--- src/rtl/vx_warp_ctrl.sv ---
// Warp control: launch, spawn, thread-mask change, barriers and round-robin issue selection.
// Issue candidates are formed combinationally from registered per-warp state.
module vx_warp_ctrl #(
   parameter int unsigned NUM_WARPS    = 4,
   parameter int unsigned NUM_THREADS  = 4,
   parameter int unsigned NUM_BARRIERS = 4,
   localparam int unsigned WW = $clog2(NUM_WARPS),
   localparam int unsigned BW = $clog2(NUM_BARRIERS)
) (
   input  logic                   clk,
   input  logic                   reset,
   input  logic                   start,
   input  logic [31:0]            startup_addr,
   input  logic                   tmc_valid,
   input  logic [WW-1:0]          tmc_wid,
   input  logic [NUM_THREADS-1:0] tmc_tmask,
   input  logic                   wspawn_valid,
   input  logic [NUM_WARPS-1:0]   wspawn_wmask,
   input  logic [31:0]            wspawn_pc,
   input  logic                   bar_valid,
   input  logic [WW-1:0]          bar_wid,
   input  logic [BW-1:0]          bar_id,
   input  logic [WW-1:0]          bar_size_m1,
   input  logic                   unstall_valid,
   input  logic [WW-1:0]          unstall_wid,
   output logic                   sched_valid,
   output logic [WW-1:0]          sched_wid,
   output logic [NUM_THREADS-1:0] sched_tmask,
   output logic [31:0]            sched_pc,
   input  logic                   sched_ready,
   output logic                   busy
);

   typedef enum logic {StIdle, StRun} state_e;

   state_e                 r_state;
   logic [NUM_WARPS-1:0]   r_active;
   logic [NUM_WARPS-1:0]   r_stalled;
   logic [NUM_WARPS-1:0]   r_blocked;
   logic [NUM_THREADS-1:0] r_tmask   [NUM_WARPS];
   logic [31:0]            r_pc      [NUM_WARPS];
   logic [BW-1:0]          r_bar_id  [NUM_WARPS];
   logic [WW-1:0]          r_bar_cnt [NUM_BARRIERS];
   logic [WW-1:0]          r_last;
   logic                   r_hold_vld;
   logic [WW-1:0]          r_hold_wid;

   logic [NUM_WARPS-1:0]   w_ready;
   logic [WW-1:0]          w_rr_wid;
   logic [WW-1:0]          w_wid;
   logic                   w_run;
   logic                   w_fire;

   assign w_run   = (r_state == StRun);
   assign w_ready = r_active & ~r_stalled & ~r_blocked;

   // Scan from farthest to nearest so the nearest ready warp above r_last wins.
   always_comb begin
      logic [WW-1:0] idx;
      w_rr_wid = '0;
      idx      = '0;
      for (int i = NUM_WARPS; i >= 1; i--) begin
         idx = r_last + WW'(i);
         if (w_ready[idx]) w_rr_wid = idx;
      end
   end

   // A stalled-by-backpressure candidate keeps priority while it stays ready.
   assign w_wid = (r_hold_vld && w_ready[r_hold_wid]) ? r_hold_wid : w_rr_wid;

   assign sched_valid = w_run & (|w_ready);
   assign sched_wid   = w_wid;
   assign sched_tmask = r_tmask[w_wid];
   assign sched_pc    = r_pc[w_wid];
   assign busy        = w_run;
   assign w_fire      = sched_valid & sched_ready;

   always_ff @(posedge clk or posedge reset) begin
      if (reset) begin
         r_state    <= StIdle;
         r_active   <= '0;
         r_stalled  <= '0;
         r_blocked  <= '0;
         r_last     <= WW'(NUM_WARPS - 1);
         r_hold_vld <= 1'b0;
         r_hold_wid <= '0;
         for (int i = 0; i < NUM_WARPS; i++) begin
            r_tmask[i]  <= '0;
            r_pc[i]     <= '0;
            r_bar_id[i] <= '0;
         end
         for (int b = 0; b < NUM_BARRIERS; b++) r_bar_cnt[b] <= '0;
      end else begin
         case (r_state)
            StIdle: begin
               if (start) begin
                  r_state    <= StRun;
                  r_active   <= NUM_WARPS'(1);
                  r_stalled  <= '0;
                  r_blocked  <= '0;
                  r_tmask[0] <= '1;
                  r_pc[0]    <= startup_addr;
                  r_last     <= WW'(NUM_WARPS - 1);
                  r_hold_vld <= 1'b0;
                  for (int b = 0; b < NUM_BARRIERS; b++) r_bar_cnt[b] <= '0;
               end
            end
            StRun: begin
               if (r_active == '0) r_state <= StIdle;
               r_hold_vld <= sched_valid & ~sched_ready;
               r_hold_wid <= w_wid;

               // Handshake first so the clears below override the stall on the same warp.
               if (w_fire) begin
                  r_stalled[w_wid] <= 1'b1;
                  r_pc[w_wid]      <= r_pc[w_wid] + 32'd4;
                  r_last           <= w_wid;
               end

               if (wspawn_valid) begin
                  for (int i = 1; i < NUM_WARPS; i++) begin
                     if (wspawn_wmask[i] && !r_active[i]) begin
                        r_active[i]  <= 1'b1;
                        r_stalled[i] <= 1'b0;
                        r_pc[i]      <= wspawn_pc;
                        r_tmask[i]   <= '1;
                     end
                  end
               end

               if (unstall_valid) r_stalled[unstall_wid] <= 1'b0;

               if (tmc_valid) begin
                  r_tmask[tmc_wid]   <= tmc_tmask;
                  r_stalled[tmc_wid] <= 1'b0;
                  if (tmc_tmask == '0) r_active[tmc_wid] <= 1'b0;
               end

               if (bar_valid) begin
                  r_stalled[bar_wid] <= 1'b0;
                  if (r_bar_cnt[bar_id] == bar_size_m1) begin
                     for (int i = 0; i < NUM_WARPS; i++) begin
                        if (r_blocked[i] && (r_bar_id[i] == bar_id)) r_blocked[i] <= 1'b0;
                     end
                     r_bar_cnt[bar_id] <= '0;
                  end else begin
                     r_blocked[bar_wid] <= 1'b1;
                     r_bar_id[bar_wid]  <= bar_id;
                     r_bar_cnt[bar_id]  <= r_bar_cnt[bar_id] + WW'(1);
                  end
               end
            end
            default: r_state <= StIdle;
         endcase
      end
   end

endmodule
--- config.mk ---
export PLATFORM = sky130hd
export DESIGN_NAME = vx_warp_ctrl
export DESIGN_NICKNAME = d
export VERILOG_FILES = /design/src/rtl/vx_warp_ctrl.sv
export SDC_FILE = /design/constraint.sdc
export NUM_CORES = 1
export LEC_CHECK = 0
export CORE_ASPECT_RATIO = 0.8
export CORE_MARGIN = 2
export CORE_UTILIZATION = 40
export DETAILED_ROUTE_END_ITERATION = 10
export DONT_BUFFER_PORTS = 1
export GPL_TIMING_DRIVEN = 1
export HOLD_SLACK_MARGIN = 0.15
export SYNTH_ARGS = -nofsm -noshare
export SYNTH_HDL_FRONTEND = slang
export SYNTH_SLANG_ARGS = --single-unit
--- constraint.sdc ---
create_clock -name clk -period 11.6 [get_ports clk]
set_input_delay 1.16 -clock clk [delete_from_list [all_inputs] [get_ports clk]]
set_output_delay 1.16 -clock clk [all_outputs]
set_load 0.05 [all_outputs]
==> results of run 1 <==
[flip-flops by register name, indices dropped and copies added (netlist names)]
| signal | flops |
|---|---|
| r_tmask | 16 |
| r_hold_vld | 1 |
| r_blocked | 4 |
| r_bar_id | 8 |
| r_pc | 128 |
| r_hold_wid | 2 |
| r_stalled | 4 |
| r_last | 2 |
| r_bar_cnt | 8 |
| r_active | 4 |
| busy | 1 |
[kinds of logic after synthesis]
kind of cell	count (synthesis)	synth area share [%]
AOI/OAI and AO/OA	349	21.5
and+or+nand+nor	323	16.1
DFF	178	46.0
buffers and inverters	85	3.78
muxes	79	9.08
xor gates and xnor gates	39	3.52
adders and majority gates	1	0.129
[through the flow]
stage | cells | hold WS, ns | worst slack [ns] | utilization (%) | instance area (µm²)
after CTS | 1368 | 0.501 | 5.88 | 45.6 | 10700
after global placement | 1336 | 0.476 | 6.13 | 43.2 | 10200
after detailed placement | 1336 | 0.484 | 6.09 | 43.2 | 10200
after floorplan | 1054 | 0.455 | 5.61 | - | 9700
final | 1368 | 0.495 | 5.87 | 45.6 | 10700
after global routing | 1368 | 0.514 | 5.63 | 45.6 | 10700
[tightest hold or removal path, cell delays in order (launching register included)]
cell     delay (ns)
dfrtp_1        0.34
a22oi_1        0.06
nand2_1        0.06
[how the worst max path moves through the flow]
stage                              from                   end  slack [ns]  cells after the start
6_report       r_blocked[3]$_DFFE_PP0P_        sched_tmask[2]        5.87                     10
5_1_grt         r_active[2]$_DFFE_PP0P_        sched_tmask[2]        5.63                     10
4_1_cts        r_blocked[3]$_DFFE_PP0P_        sched_tmask[2]        5.88                     10
3_5_place_dp   r_blocked[1]$_DFFE_PP0P_  r_pc[55]$_DFFE_PP0P_        6.09                     13
3_3_place_gp   r_blocked[1]$_DFFE_PP0P_  r_pc[55]$_DFFE_PP0P_        6.13                     13
2_1_floorplan                     reset        busy$_DFF_PP0_        5.61                      1
[cells in the mapped netlist, drive strengths merged, types with 16 or more instances]
master	number	share of area, %
buf	16	1.1
xor2	21	1.9
and3	28	1.8
nand2	148	5.7
mux2i	60	6.6
nor2	54	2.1
nand3	22	1.2
a21oi	139	7.2
o22ai	96	6.2
o21ai	36	1.9
mux2	17	2.0
nand4	16	1.1
a31oi	22	1.4
clkbuf	55	2.1
dfrtp	176	45
xnor2	18	1.6
[cell type report]
class / instances / area share, %
flip-flops and latches: 178 / 41.5
repair buffers: 41 / 2.86
inverters: 14 / 0.536
well taps: 312 / 3.63
multi-input cells: 791 / 46.2
clock buffers: 17 / 3.96
clock inverters: 15 / 1.29
[metal layers]
layer  routed length (µm)  up-vias  track usage, %
met5                    0        -               0
li1                     -     3857               -
met1                14000     4214            37.6
met2                13900      387            36.6
met3                 3050       19            5.91
met4                  295        0            6.38
==> impl_results.rst, run 1 <==
.. list-table::
   :header-rows: 1

   * - Metric
     - Value
   * - Most frequent standard cell in the layout excluding fill and tap cells
     - dfrtp_1
   * - Number of hold buffers added after CTS
     - 0
   * - Synth Flop Type
     - dfrtp_1
   * - Most common cell on crit path
     - buf_4
   * - Worst Min Path Start
     - r_pc[100]$_DFFE_PP0P_
   * - Cells along the critical path
     - or4b_1 -> o211ai_1 -> a32oi_4 -> buf_4 -> buf_4 -> inv_2 -> buf_4 -> nand2_1 -> and3_1 -> a31oi_1
   * - CTS Root Buffer Type
     - clkbuf_16
   * - Peak per-stage delay on the critical path
     - around 0.87 ns
   * - Buffers from clock root to sink, at most
     - 2
   * - Part of the Yosys area used for sequential elements
     - 46.0%
   * - Net count of the finished layout
     - 1134
   * - Number of nets produced by synthesis
     - 1145
   * - Final ANT Viol Nets
     - 0
   * - Capture endpoint of the worst hold path
     - r_pc[100]$_DFFE_PP0P_
   * - Fraction of final layout cells sized beyond drive strength 1
     - roughly an eighth
   * - R2r endpoint
     - r_pc[55]$_DFFE_PP0P_
   * - Setup TNS
     - 0 ns
   * - Count of cell types in the netlist
     - 65
   * - Total die area
     - 25500 µm²
   * - Total Wirelength
     - 31200 µm
   * - Area delta synth->final
     - 10.8%
   * - Pin slew with the least headroom to its limit
     - roughly 1.2 ns
   * - 1st-iter DRT viols
     - 828
   * - Number of buffers added for setup after CTS
     - 0
   * - Kind of cell with the highest combined delay on the critical path
     - buffers and inverters
   * - Height of the die
     - ~140 µm
   * - Number of H-tree levels
     - 4
   * - CP Buf/Inv Count
     - 4
   * - Number of core rows
     - 50
   * - Final Cycle Share
     - 49.4%
   * - Critical-path maximum fanout
     - 58
   * - Final HPWL DP
     - 19900 µm
   * - # diodes
     - 0
   * - Input/output buffers
     - 0
   * - Max capacitance violation total
     - 0
   * - WL/cell
     - 22.8 µm
   * - Setup Skew
     - 0.0123 ns
   * - Cell count after synthesis
     - 1054
   * - Proportion of register bits with asynchronous set or reset after synthesis
     - 100%
   * - Wire length of the first global-routing pass
     - 48500 µm
   * - Type of element launching the critical path
     - flop
   * - Post-CTS resize count
     - 0
   * - Multi-input gate area
     - 4970 µm²
   * - Placer's final routability congestion estimate
     - 0.858
   * - Clock insertion delay at the later pin of the skew report
     - around 0.45 ns
   * - Required time of the critical path
     - about 10 ns
   * - Antenna violations before repair
     - 0
   * - Status
     - completed
   * - Crit Path Class
     - reg2out
   * - R2R setup slack
     - 6.04 ns
   * - Synthesized area
     - 9700 µm²
   * - Die W
     - 178 µm
   * - TritonCTS clock tree
     - built
   * - Most frequent cells in the layout
     - dfrtp_1, nand2_1, a21oi_1
   * - Synthesized area per cell
     - 9.20 µm²
   * - Number of register bits inferred by synthesis
     - approximately 180
   * - Worst slew margin relative to its limit
     - 18.6%
   * - Filler cell count in the final layout
     - between 2000 and 2500
   * - Final Max Slew Viols
     - 0
   * - Final critical-path required period
     - 5.73 ns
   * - Vias per cell
     - 6.20
   * - Leftover overflow at the end of global routing
     - 0
   * - Arrival time of data at the critical path endpoint
     - approximately 4.6 ns
   * - Critical register-to-register path startpoint
     - r_blocked[1]$_DFFE_PP0P_
   * - Master of the slowest instance on the critical path
     - a31oi_1
   * - CTS clk-pin slew, worst paths
     - 0.07 ns
   * - Starting utilization of the core area
     - about 41%
   * - Fmax
     - ~0.17 GHz
   * - Worst hold path class
     - reg2reg
   * - Setup violations, final
     - 0
   * - Number of cells on the worst hold path
     - 2
   * - Unrepaired setup endpoints after global routing
     - no
   * - Area of the placeable core
     - 23600 µm²
   * - Vias in the first global route
     - 8062
   * - Number of CTS-inserted buffers
     - 17
   * - Register area
     - 4460 µm²
   * - Clock sink count
     - between 150 and 200
   * - Synth warn
     - 0
   * - GRT Total Usage
     - 25.2%
   * - Capturing element type of the critical path
     - output pin
   * - Number of design rule violations left after detail routing
     - 0
   * - Number of top-level pins
     - 130
   * - Initial DRT Pass Iterations
     - 5
   * - Number of hold violations in the final report
     - 0
   * - Pin count of the biggest net entering global routing
     - 107
   * - Post-synth EDFFs
     - 0
   * - Count of vias placed by the detailed router
     - 8477
   * - Worst R2R Path Depth
     - 13
Power of run 1 is left out: the tool's default activity adds up to more than one toggle a clock period on the data nets, which glitch-free logic cannot reach.
==> run 2, diff against run 1 <==
--- a/config.mk
+++ b/config.mk
@@ -5,6 +5,7 @@
 export SDC_FILE = /design/constraint.sdc
 export NUM_CORES = 1
 export LEC_CHECK = 0
+export ABC_AREA = 1
 export CORE_ASPECT_RATIO = 0.8
 export CORE_MARGIN = 2
 export CORE_UTILIZATION = 40
==> constraint.sdc (replaced) <==
create_clock -name clk -period 5.3 [get_ports clk]
set_input_delay 0.53 -clock clk [delete_from_list [all_inputs] [get_ports clk]]
set_output_delay 0.53 -clock clk [all_outputs]
set_load 0.05 [all_outputs]
==> run 2 against run 1 <==
  * Routed wire length grew 53%
  * Clock skew increased by 0.0050 ns
  * Design area up 28%
  * Sequential share of layout area decreased by 9.2 points
  * Synthesized area grew 31%
  * Via count rose by 60%
  * Critical path depth grew 5
  * Cell count rose by 73%
  * Hold slack got worse by 0.32 ns
  * Global-route usage up 3.6 points
  * Non-clock buffer count grew 19
  * Worst setup slack got worse by 5.4 ns
==> impl_results.rst, run 2 <==
.. list-table::
   :header-rows: 1

   * - Metric
     - Value
   * - Status
     - completed
   * - Type of element launching the critical path
     - flop
   * - Setup Skew
     - 0.0173 ns (+0.00500 ns)
   * - Starting utilization of the core area
     - 40.5% (-0.59 points)
   * - Synth Flop Type
     - dfrtp_1
   * - Clock sink count
     - 178 (unchanged)
   * - Number of core rows
     - 58 (+16%)
   * - Number of hold violations in the final report
     - 0 (unchanged)
   * - Die W
     - 203 µm (+14%)
   * - Area delta synth->final
     - 8.77%
   * - R2r endpoint
     - r_pc[1]$_DFFE_PP0P_
   * - Clock insertion delay at the later pin of the skew report
     - 0.46 ns (about the same)
   * - Required time of the critical path
     - 4.77 ns (-5.67 ns)
   * - Critical-path maximum fanout
     - 19 (-67%)
   * - 1st-iter DRT viols
     - 1520 (+84%)
   * - Synth warn
     - 0 (unchanged)
   * - Critical register-to-register path startpoint
     - r_last[0]$_DFFE_PP1P_
   * - Number of CTS-inserted buffers
     - 17 (unchanged)
   * - GRT Total Usage
     - 28.8% (+3.6 points)
   * - Synthesized area
     - 12700 µm² (+31%)
   * - Area of the placeable core
     - 31300 µm² (+33%)
   * - Vias per cell
     - 5.71 (-7.9%)
   * - Total die area
     - 33100 µm² (+30%)
   * - Total Wirelength
     - 47800 µm (+53%)
   * - Top-area cell type share of the netlist area
     - 34.8% (-11 points)
   * - Proportion of register bits with asynchronous set or reset after synthesis
     - 100% (unchanged)
   * - Count of cell types in the netlist
     - 43 (-34%)
   * - Biggest registers after layout
     - r_pc: 128 flops, r_tmask: 16 flops
   * - Part of the Yosys area used for sequential elements
     - 35.2% (-11 points)
   * - Number of register bits inferred by synthesis
     - 178 (unchanged)
   * - Setup TNS
     - 0 ns (unchanged)
   * - Synthesized area per cell
     - 6.43 µm² (-30%)
   * - Count of vias placed by the detailed router
     - 13500 (+60%)
   * - Leftover overflow at the end of global routing
     - 0 (unchanged)
   * - Top cells by area, synth
     - dfrtp_1, nand2_1, a21oi_1
   * - Most frequent cells after synthesis
     - nand2_1, a21oi_1, dfrtp_1
   * - Final ANT Viol Nets
     - 0 (unchanged)
   * - CTS clk-pin slew, worst paths
     - 0.08 ns (about the same)
   * - TritonCTS clock tree
     - built
   * - Initial DRT Pass Iterations
     - 8 (+3)
   * - Fmax
     - 0.208 GHz
   * - Worst slew margin relative to its limit
     - 28.3% (+9.6 points)
   * - Net count of the finished layout
     - 2026 (+79%)
   * - Crit Path Class
     - reg2out
   * - Setup violations, final
     - 0 (unchanged)
   * - Final critical-path required period
     - 4.81 ns
   * - Unrepaired setup endpoints after global routing
     - no
   * - Number of buffers added for setup after CTS
     - 0 (unchanged)
   * - Register name with the most flops
     - r_pc
   * - Least setup slack across all paths after layout
     - 0.485 ns (-5.39 ns)
   * - Number of top-level pins
     - 130 (unchanged)
   * - Final Max Slew Viols
     - 0 (unchanged)
   * - Pin slew with the least headroom to its limit
     - 1.07 ns (-0.140 ns)
   * - Share of the core filled with cells in the final layout
     - 44.1% (-1.5 points)
   * - Placer's final routability congestion estimate
     - 0.946 (+10%)
   * - CTS Root Buffer Type
     - clkbuf_16
   * - Worst setup path startpoint
     - r_last[0]$_DFFE_PP1P_
   * - Pin count of the biggest net entering global routing
     - 174 (+63%)
   * - Max capacitance violation total
     - 0 (unchanged)
   * - Cell type with the largest total area after synthesis
     - dfrtp_1
   * - Vias in the first global route
     - 12400 (+53%)
   * - Worst hold path class
     - in2reg
   * - Antenna violations before repair
     - 4 (+4)
   * - Library cell with the highest instance count after synthesis
     - nand2_1
   * - Final HPWL DP
     - 31900 µm (+60%)
   * - Most frequent cells in the layout
     - nand2_1, a21oi_1, dfrtp_1
   * - Post-synth EDFFs
     - 0 (unchanged)
   * - Arrival time of data at the critical path endpoint
     - 4.28 ns (-0.29 ns)
   * - Height of the die
     - 163 µm (+14%)
   * - Worst R2R Path Depth
     - 17 (+4)
   * - Pre-CTS WS
     - 0.990 ns (-5.10 ns)
   * - Critical path destination
     - sched_pc[31]
   * - Fraction of final layout cells sized beyond drive strength 1
     - 8.88% (-3.6 points)
   * - Number of design rule violations left after detail routing
     - 0 (unchanged)
   * - WL/cell
     - 20.2 µm (-12%)
   * - Buffers from clock root to sink, at most
     - 2 (unchanged)
   * - Capturing element type of the critical path
     - output pin
   * - Wire length of the first global-routing pass
     - 73400 µm (+51%)
   * - Max reg flops
     - 128 (unchanged)
   * - Final Cycle Share
     - between 90% and 100%
   * - Cell count after synthesis
     - 1971 (+87%)
   * - Input/output buffers
     - 0 (unchanged)
   * - Number of nets produced by synthesis
     - 2062 (+80%)
   * - Most frequent standard cell in the layout excluding fill and tap cells
     - nand2_1
   * - R2R setup slack
     - 0.84 ns (-5.20 ns)
   * - Number of H-tree levels
     - 4 (unchanged)
## run 2: cell count changes in the layout (fill, tap and decap cells not counted), moves of 25 or more
cell      change
o21ai_0      +74
inv_1       +157
nand4_1      +28
a21oi_1      +80
o22ai_1      -77
nor2_1       +88
nor2_2       +28
nand2_1     +450
and3_1       -28
nand3_1     +147
o211ai_1     +28
inv_2        +25
mux2i_1      -51
## run 2: kinds of logic after synthesis
group | count (synthesis) | share of synthesized area, %
simple gates | 1026 | 34.8
compound gates | 443 | 19.4
buf+inv | 316 | 9.97
flops | 178 | 35.2
xor+xnor | 7 | 0.484
fa+ha+maj | 1 | 0.0987
## run 2: critical path, cell delays in order (launching register included)
cell and delay (ns):
dfstp_2 0.62, inv_2 0.08, nand3_1 0.09, nand2_1 0.08
nand2_1 0.09, nand2_1 0.05, nand2_1 0.08, nand3_1 0.09
nand3_2 0.10, nand2_2 0.28, inv_2 0.54, nand2_1 0.70
inv_2 0.45, nand2_1 0.09, o211ai_1 0.18, buf_4 0.28
## run 2: layout make-up
class                           count  area [µm²]
Tap cell                          420         526
Antenna cell                        2        5.00
Timing Repair Buffer               60         478
Sequential cell                   178        4460
Inverter                          201         763
Multi-Input combinational cell   1477        6980
Fill cell                        3223       17500
Clock buffer                       21         460
Clock inverter                     11         116
## run 2: metrics by stage
| step | instance area [µm²] | hold slack, ns | instances |
|---|---|---|---|
| 3_5_place_dp | 13200 | 0.329 | 2335 |
| 6_report | 13800 | 0.178 | 2370 |
| 4_1_cts | 13800 | 0.164 | 2368 |
| 5_1_grt | 13800 | 0.185 | 2368 |
| 2_1_floorplan | 12700 | 0.449 | 1971 |
| 3_3_place_gp | 13200 | 0.323 | 2335 |
## run 2: worst min-delay path by stage
stage	depth (start not counted)	slack [ns]	endpoint	start
after floorplan	2	0.45	r_pc[14]$_DFFE_PP0P_	r_pc[14]$_DFFE_PP0P_
after global placement	1	0.32	r_bar_cnt[3]$_DFFE_PP0P_	reset
after detailed placement	1	0.33	r_bar_cnt[3]$_DFFE_PP0P_	reset
after CTS	1	0.16	r_hold_vld$_DFFE_PP0P_	sched_ready
after global routing	1	0.18	r_hold_vld$_DFFE_PP0P_	sched_ready
final	1	0.18	r_hold_vld$_DFFE_PP0P_	sched_ready
## run 2: layer usage
| metal | global-route usage (%) | up-vias | routed length (µm) |
|---|---|---|---|
| met4 | 9.36 | 4 | 1210 |
| met1 | 42.3 | 6364 | 21500 |
| met5 | 0 | - | 23 |
| met3 | 7.44 | 86 | 5400 |
| li1 | - | 6440 | - |
| met2 | 41.0 | 632 | 19700 |
## run 2: timing repair
item | in CTS | in global routing
endpoints found under the hold margin | 5 | 0
hold buffers | 1 | 0
setup endpoints to repair | 0 | 0
resized for setup | 0 | 0
Power of run 2 is left out for the same reason.
==> run 3, diff against run 2 <==
--- a/config.mk
+++ b/config.mk
@@ -9,6 +9,7 @@
 export CORE_ASPECT_RATIO = 0.8
 export CORE_MARGIN = 2
 export CORE_UTILIZATION = 40
+export CTS_BUF_LIST = sky130_fd_sc_hd__clkbuf_16
 export DETAILED_ROUTE_END_ITERATION = 10
 export DONT_BUFFER_PORTS = 1
 export GPL_TIMING_DRIVEN = 1
@@ -16,3 +17,4 @@
 export SYNTH_ARGS = -nofsm -noshare
 export SYNTH_HDL_FRONTEND = slang
 export SYNTH_SLANG_ARGS = --single-unit
+export TNS_END_PERCENT = 100
==> run 3 against run 2 <==
  * Worst setup slack worse by 0.0087 ns
  * Sequential cell count unchanged
  * Count of clock-buffer cells in the layout down 4
  * Via count down 0.37%
  * Highest routed layer unchanged
  * Non-clock buffer count unchanged
  * Utilization down 0.056 points
  * Global-route usage about the same
  * Routed wire length down 0.23%
  * Critical path depth unchanged
  * Critical path type unchanged
  * Register-to-register slack about the same
  * Hold slack worse by 0.0030 ns
==> impl_results.rst, run 3 (synthesis results as in run 2) <==
.. list-table::
   :header-rows: 1

   * - Metric
     - Value
   * - Status
     - completed
   * - Clock insertion delay at the later pin of the skew report
     - 0.46 ns (about the same)
   * - Number of H-tree levels
     - 4 (unchanged)
   * - Height of the die
     - 163 µm (unchanged)
   * - Die W
     - 203 µm (unchanged)
   * - Final Max Slew Viols
     - 0 (unchanged)
   * - Most frequent standard cell in the layout excluding fill and tap cells
     - nand2_1
   * - CTS clk-pin slew, worst paths
     - 0.08 ns (about the same)
   * - Worst hold path class
     - in2reg
   * - Area of the placeable core
     - 31300 µm² (unchanged)
   * - Max reg flops
     - 128 (unchanged)
   * - GRT Total Usage
     - 28.9% (about the same)
   * - Initial DRT Pass Iterations
     - 5 (-3)
   * - Leftover overflow at the end of global routing
     - 0 (unchanged)
   * - Post-CTS resize count
     - 0 (unchanged)
   * - Number of hold violations in the final report
     - 0 (unchanged)
   * - Starting utilization of the core area
     - 40.5% (unchanged)
   * - Final ANT Viol Nets
     - 0 (unchanged)
   * - Total Wirelength
     - 47700 µm (-0.23%)
   * - Fmax
     - 0.207 GHz (-0.18%)
   * - Antenna violations before repair
     - 5 (+1)
   * - Crit Path Class
     - reg2out
   * - Wire length of the first global-routing pass
     - 73400 µm (unchanged)
   * - Net count of the finished layout
     - 2026 (unchanged)
   * - Setup TNS
     - 0 ns (unchanged)
   * - TritonCTS clock tree
     - built
   * - Most frequent cells in the layout
     - nand2_1, a21oi_1, dfrtp_1
   * - CTS Root Buffer Type
     - clkbuf_16
   * - Clock sink count
     - 178 (unchanged)
   * - Pin count of the biggest net entering global routing
     - 174 (unchanged)
   * - Number of CTS-inserted buffers
     - 17 (unchanged)
   * - Register area
     - 4460 µm² (unchanged)
   * - Capturing element type of the critical path
     - output pin
   * - Area delta synth->final
     - 8.63%
   * - Unrepaired setup endpoints after global routing
     - no
   * - Fraction of final layout cells sized beyond drive strength 1
     - 8.78% (-0.10 points)
   * - Count of vias placed by the detailed router
     - 13500 (-0.37%)
   * - Worst slew margin relative to its limit
     - 25.8% (-2.4 points)
   * - Number of top-level pins
     - 130 (unchanged)
   * - Biggest registers after layout
     - r_pc: 128 flops, r_tmask: 16 flops
   * - Multi-input gate area
     - 6980 µm² (unchanged)
   * - Dpl cells
     - 2335 (unchanged)
   * - Filler cell count in the final layout
     - 3227 (+0.12%)
   * - Final critical-path required period
     - 4.82 ns (+0.00868 ns)
   * - Buffers from clock root to sink, at most
     - 2 (unchanged)
   * - Vias per cell
     - 5.68 (-0.41%)
   * - Placer's final routability congestion estimate
     - 0.946 (unchanged)
   * - Count of placed standard cells in the final layout, fillers left out
     - 2371 (+0.042%)
   * - Vias in the first global route
     - 12300 (-0.21%)
   * - Total die area
     - 33100 µm² (unchanged)
   * - Arrival time of data at the critical path endpoint
     - 4.29 ns (about the same)
   * - Setup Skew
     - 0.0154 ns (-0.00193 ns)
   * - Number of core rows
     - 58 (unchanged)
   * - Pin slew with the least headroom to its limit
     - 1.11 ns (+0.0377 ns)
   * - Required time of the critical path
     - 4.77 ns (about the same)
   * - 1st-iter DRT viols
     - 1496 (-1.6%)
   * - Setup violations, final
     - 0 (unchanged)
   * - Max capacitance violation total
     - 0 (unchanged)
   * - WL/cell
     - 20.1 µm (-0.28%)
   * - Input/output buffers
     - 0 (unchanged)
   * - Final HPWL DP
     - 31900 µm (unchanged)
   * - Register name with the most flops
     - r_pc
   * - Number of design rule violations left after detail routing
     - 0 (unchanged)
   * - Critical-path maximum fanout
     - 19 (unchanged)
   * - Final Cycle Share
     - 91.0% (+0.16 points)
   * - Type of element launching the critical path
     - flop
[run 3: final cells by class]
class                      count  share of cell area [%]
tap                          420                    3.82
antenna                        3                  0.0545
sequential                   178                    32.4
clock inverter                15                   0.954
inverter                     201                    5.54
clock buffer                  17                    3.09
multi-input combinational   1477                    50.7
timing repair buffer          60                    3.47
[run 3: per-stage QoR]
| stage | util [%] | instance area, µm² | hold slack, ns | setup WS (ns) |
|---|---|---|---|---|
| after global routing | 44.0 | 13800 | 0.185 | 0.256 |
| final | 44.0 | 13800 | 0.175 | 0.476 |
| after global placement | 42.2 | 13200 | 0.323 | 1.01 |
| after floorplan | - | 12700 | 0.449 | 1.63 |
| after CTS | 44.0 | 13800 | 0.163 | 0.559 |
| after detailed placement | 42.2 | 13200 | 0.329 | 0.990 |
[run 3: routing by layer]
layer | share of wire (%) | GRT usage [%]
met1 | 46 | 42.5
met2 | 41 | 40.8
met3 | 11 | 7.24
met4 | 2.6 | 9.89
met5 | 0.052 | 0
[run 3: worst max-delay path: stages (launching register included)]
cell and delay (ns):
dfstp_2 0.62, inv_2 0.08, nand3_1 0.09, nand2_1 0.08, nand2_1 0.09, nand2_1 0.05, nand2_1 0.08, nand3_1 0.09
nand3_2 0.10, nand2_2 0.28, inv_2 0.54, nand2_1 0.71, inv_2 0.45, nand2_1 0.09, o211ai_1 0.18, buf_4 0.28
[run 3: worst paths after layout]
path                                        from                        to  slack [ns]  cells after the start
setup reg to reg           r_last[0]$_DFFE_PP1P_       r_pc[1]$_DFFE_PP0P_        0.83                     17
hold / removal                       sched_ready    r_hold_vld$_DFFE_PP0P_        0.17                      1
setup / recovery           r_last[0]$_DFFE_PP1P_              sched_pc[31]        0.48                     15
hold reg to reg             r_pc[14]$_DFFE_PP0P_      r_pc[14]$_DFFE_PP0P_        0.49                      2
min in group asynchronous                  reset  r_bar_cnt[2]$_DFFE_PP0P_        0.46                      2
max in group asynchronous                  reset            busy$_DFF_PP0_        3.52                      3
[run 3: repair_timing]
action	CTS	global route
buffers inserted	0	0
hold endpoints to repair	5	0
hold buffers	1	0
Power of run 3 is left out for the same reason.
